`src/rtl/bit_to_byte_ram_ctrl_pkg.sv`:
```
// Shared RAM geometry, FSM encoding and port-A bit addressing for the bit-in / byte-out buffer.
package bit_to_byte_ram_ctrl_pkg;

    localparam int DEPTH_BITS = 4096;
    localparam int ABITS_A    = 12;
    localparam int ABITS_B    = 9;
    localparam int BYTE_W     = 8;
    localparam int LVL_W      = ABITS_A + 1;

    typedef enum logic {
        ST_IDLE = 1'b0,
        ST_HOLD = 1'b1
    } state_t;

    // Bit lane inside the byte word is mirrored when the first bit must land in the MSB.
    function automatic logic [ABITS_A-1:0] bit_addr(input logic [ABITS_A-1:0] wp,
                                                    input logic              msb_first);
        logic [2:0] lane;
        lane = msb_first ? (3'd7 - wp[2:0]) : wp[2:0];
        return {wp[ABITS_A-1:3], lane};
    endfunction

endpackage

```
`src/rtl/bit_to_byte_ram_ctrl.sv`:
```
// Serial-to-parallel FIFO controller driving a 4096x1 / 512x8 dual-port RAM:
// one bit per cycle in on port A, whole bytes out of port B with valid/ready.
module bit_to_byte_ram_ctrl
    import bit_to_byte_ram_ctrl_pkg::*;
#(
    parameter bit          MSB_FIRST   = 1'b0,
    parameter int unsigned AFULL_LEVEL = 4032
) (
    input  logic               CLK,
    input  logic               RST,
    input  logic               BIT_IN,
    input  logic               BIT_VALID,
    output logic               BIT_READY,
    output logic [BYTE_W-1:0]  BYTE_OUT,
    output logic               BYTE_VALID,
    input  logic               BYTE_READY,
    output logic [LVL_W-1:0]   LEVEL,
    output logic               AFULL,
    output logic [ABITS_A-1:0] ADDRA,
    output logic               DIA,
    output logic               ENA,
    output logic               WEA,
    output logic               RSTA,
    output logic [ABITS_B-1:0] ADDRB,
    output logic               ENB,
    output logic               WEB,
    output logic [BYTE_W-1:0]  DIB,
    output logic               RSTB,
    input  logic [BYTE_W-1:0]  DOB
);

    localparam logic [LVL_W-1:0] FULL_LVL  = LVL_W'(DEPTH_BITS);
    localparam logic [LVL_W-1:0] AFULL_LVL = LVL_W'(AFULL_LEVEL);

    logic [LVL_W-1:0]  wp_q, wp_d;
    logic [ABITS_B:0]  rp_q, rp_d;
    state_t            state_q, state_d;
    logic [LVL_W-1:0]  level;
    logic              wr_en;
    logic              avail;
    logic              fetch;

    // The fetched byte leaves the RAM array for the DOB register, so its space is freed at fetch.
    always_comb begin
        level   = wp_q - {rp_q, 3'b000};
        wr_en   = BIT_VALID && (level != FULL_LVL);
        avail   = (level >= LVL_W'(BYTE_W));
        fetch   = avail && ((state_q == ST_IDLE) || BYTE_READY);
        wp_d    = wp_q + LVL_W'(wr_en);
        rp_d    = rp_q + (ABITS_B + 1)'(fetch);
        state_d = state_q;
        if (fetch) begin
            state_d = ST_HOLD;
        end else if (BYTE_READY) begin
            state_d = ST_IDLE;
        end
    end

    always_ff @(posedge CLK or posedge RST) begin
        if (RST) begin
            wp_q    <= '0;
            rp_q    <= '0;
            state_q <= ST_IDLE;
        end else begin
            wp_q    <= wp_d;
            rp_q    <= rp_d;
            state_q <= state_d;
        end
    end

    // ENB stays low in HOLD unless a new fetch issues, keeping DOB stable under backpressure.
    assign BIT_READY  = (level != FULL_LVL);
    assign BYTE_VALID = (state_q == ST_HOLD);
    assign BYTE_OUT   = DOB;
    assign LEVEL      = level;
    assign AFULL      = (level >= AFULL_LVL);

    assign ENA   = wr_en;
    assign WEA   = wr_en;
    assign DIA   = BIT_IN;
    assign ADDRA = bit_addr(wp_q[ABITS_A-1:0], MSB_FIRST);
    assign RSTA  = 1'b0;

    assign ENB   = fetch;
    assign ADDRB = rp_q[ABITS_B-1:0];
    assign WEB   = 1'b0;
    assign DIB   = '0;
    assign RSTB  = 1'b0;

endmodule

```
`config.mk`:
```
export PLATFORM = sky130hd
export DESIGN_NAME = bit_to_byte_ram_ctrl
export DESIGN_NICKNAME = d
export VERILOG_FILES = /design/src/rtl/bit_to_byte_ram_ctrl_pkg.sv /design/src/rtl/bit_to_byte_ram_ctrl.sv
export SDC_FILE = /design/constraint.sdc
export NUM_CORES = 1
export LEC_CHECK = 0
export ABC_AREA = 1
export CAP_MARGIN = 20
export CORE_ASPECT_RATIO = 0.7
export CORE_MARGIN = 2
export CORE_UTILIZATION = 46
export DETAILED_ROUTE_END_ITERATION = 10
export PLACE_DENSITY_LB_ADDON = 0.2
export SYNTH_ARGS = -nofsm -noshare
export SYNTH_HDL_FRONTEND = slang
export SYNTH_SLANG_ARGS = --single-unit
```
`constraint.sdc`:
```
create_clock -name CLK -period 3.7 [get_ports CLK]
set_clock_uncertainty 0.05 [all_clocks]
set_input_delay 0.925 -clock CLK [delete_from_list [all_inputs] [get_ports CLK]]
set_output_delay 0.925 -clock CLK [all_outputs]
set_load 0.05 [all_outputs]
```
==> impl_metrics.ini <==
[outcome]
status = finished clean

[synthesis]
synth_cell_types = 23
syn_inst = 264
synth_top_area_share_pct = 29.3
synth_warnings = 0
synth_seq_cells = 24
synth_area_leader_cell = dfrtp_1
synth_area_leaders = dfrtp_1 29%, buf_4 16%, nand2_1 8.8%, ha_1 7.9%, inv_1 7.9%
avgSynthCellArea_um2 = 7.78
syn_area_mm2 = 0.00205
yosysSeqAreaShare_pct = 29.3

[drt]
vias = 1465
drtIter0Drc = 58
wl_um = 3890
wire_per_inst_um = 11.7
first_pass_iters = 4
drc = 0
final_antenna_net_count = 0
routed_via_density = 4.41

[cells_and_area]
multi_input_area_um2 = 990
final_nets = 305
final.fill_count = 425
most-common-layout-cells = 48 x nand2_1, 43 x inv_1, 35 x clkdlybuf4s50_1
fin_area_mm2 = 0.00238
seq_area_um2 = 602
final_common_cell = nand2_1
layout-drive-gt1-share_pct = 15.9
utilization_pct = 55.3
diodes = 0
area_delta_synth_final_pct = 16.0

[worst_setup_path]
cp_data_arrival_time_ps = 2610
worst-path-buf-inv = 3
cp_cell_sequence = inv_1, ha_1, fa_1, inv_1, nand2_1, nand3_1, nand2_1, nand2_1, clkdlybuf4s50_1
ff2ff_setup_slack_ps = 350
crit_path_end_kind = primary output
critical_path.top_delay_family = buffers and inverters
worst_path_most_repeated_cell = nand2_1
cp_slowest_cell = clkdlybuf4s50_1
critPathRequiredTime_ps = 2720
slowest_delay_ps = 810
startpoint_type = flip-flop
crit_type = flip-flop to primary output
critPathMaxFanout = 5

[grt]
gr-total-overflow = 0
grt_pass1_vias = 1312
track_usage_pct = 16.3
grt_max_degree = 25
grt_pass1_wl_um = 6370
antenna_found_initial = 0

[sta]
worst_slack_ps = 116
finalCritPeriodShare_pct = 96.9
setup_viol = 0
slew-limit-headroom_pct = 39.0
setup_tns_ps = 0
fmax_mhz = 279
slew_violations = 0
tightest_slew_ps = 915
layout_min_cycle_time_ps = 3580
hold_viol_final = 0

[clock_network]
clkSlewWorstSetupHoldPaths_ps = 90
cts_tree = yes
cts-resized-gates = 0
clock_sinks = 24
cts_buffer_depth = 2
ctsHoldBuffers = 0
root_buffer = clkbuf_8
clk_latency_ps = 270
cts_buffers = 3
h-tree-depth = 1
cts_setup_buffers = 0

[min_path]
worstHoldPathType = flip-flop to flip-flop

[floorplan]
fp.dieH_um = 59.9
die_w_um = 83.9
coreArea_mm2 = 0.00430
rows = 20
start_util_pct = 47.7
pin_count = 73
die-area_mm2 = 0.00502

[flow_run]
drv_cap = 0

[placed_design]
dp_hpwl_um = 3180
post-place-ws_ps = 363
portBuffers = 43
gp_congestion = 0.864
place_area_mm2 = 0.00230
==> cells in the mapped netlist, drive strengths merged <==
cell    number
nand2       59
inv         46
buf         45
dfrtp       24
nand3       20
nor2        17
xor2        16
ha          13
a21oi        6
nor3         5
nand4        4
xnor2        4
and2         1
and3         1
conb         1
fa           1
nand3b       1
==> worst reg2reg max path: stages (launching register included) <==
cell and delay, ps:
dfrtp_2 420, inv_1 60, ha_1 220, fa_1 390, inv_1 110, nand3_1 90, nand2_1 100, nand2_1 70
nand2_1 60, nand2_1 60, nand2_2 80, nor2_2 40, nand2_2 100, nor2_2 50, nor2_2 190, ha_1 210
ha_1 180, nand3_1 130, nor3_1 330, nand3_1 140, xor2_1 170
==> state kept, by name, indices dropped and copies added, names as in the netlist <==
signal      flops
wp_q           13
rp_q           10
BYTE_VALID      1
==> stage by stage <==
step / hold slack (ps) / instances
after floorplan: 412 / 274
after global placement: 427 / 328
after detailed placement: 431 / 328
after CTS: 444 / 332
after global routing: 456 / 332
final: 437 / 332
==> layer usage <==
metal	global-route usage (%)	wire, um	vias to the layer above
met5	0	0	-
met4	3.00	20	0
met3	4.14	206	4
met2	22.5	1510	33
met1	25.5	2160	650
li1	-	-	778
==> logic make-up after synthesis <==
group	synth area share [%]
AO/OA/AOI/OAI	1.46
XOR/XNOR	8.53
adder cells (fa/ha/maj)	8.90
buffers and inverters	24.9
flip-flops	29.3
other	0.183
AND/OR/NAND/NOR	26.8
==> area by class of cell <==
| class | count | share of cell area [%] |
|---|---|---|
| timing repair buffer | 44 | 20.1 |
| inverter | 46 | 7.25 |
| clock buffer | 3 | 1.73 |
| multi-input combinational | 159 | 41.5 |
| clock inverter | 1 | 1.26 |
| sequential | 24 | 25.3 |
| tap | 55 | 2.89 |
==> final timing paths <==
kind / start / to / cells after the start
worst max-delay path: wp_q[3] / LEVEL[9] / 9
worst min-delay path: rp_q[9] / rp_q[9] / 1
worst max register to register: wp_q[3] / rp_q[8] / 20
worst min register to register: rp_q[9] / rp_q[9] / 1
max in group asynchronous: RST / wp_q[3] / 2
min in group asynchronous: RST / rp_q[4] / 2
Power is left out: the tool's default activity adds up to more than one toggle a clock period on the data nets, which glitch-free logic cannot reach.
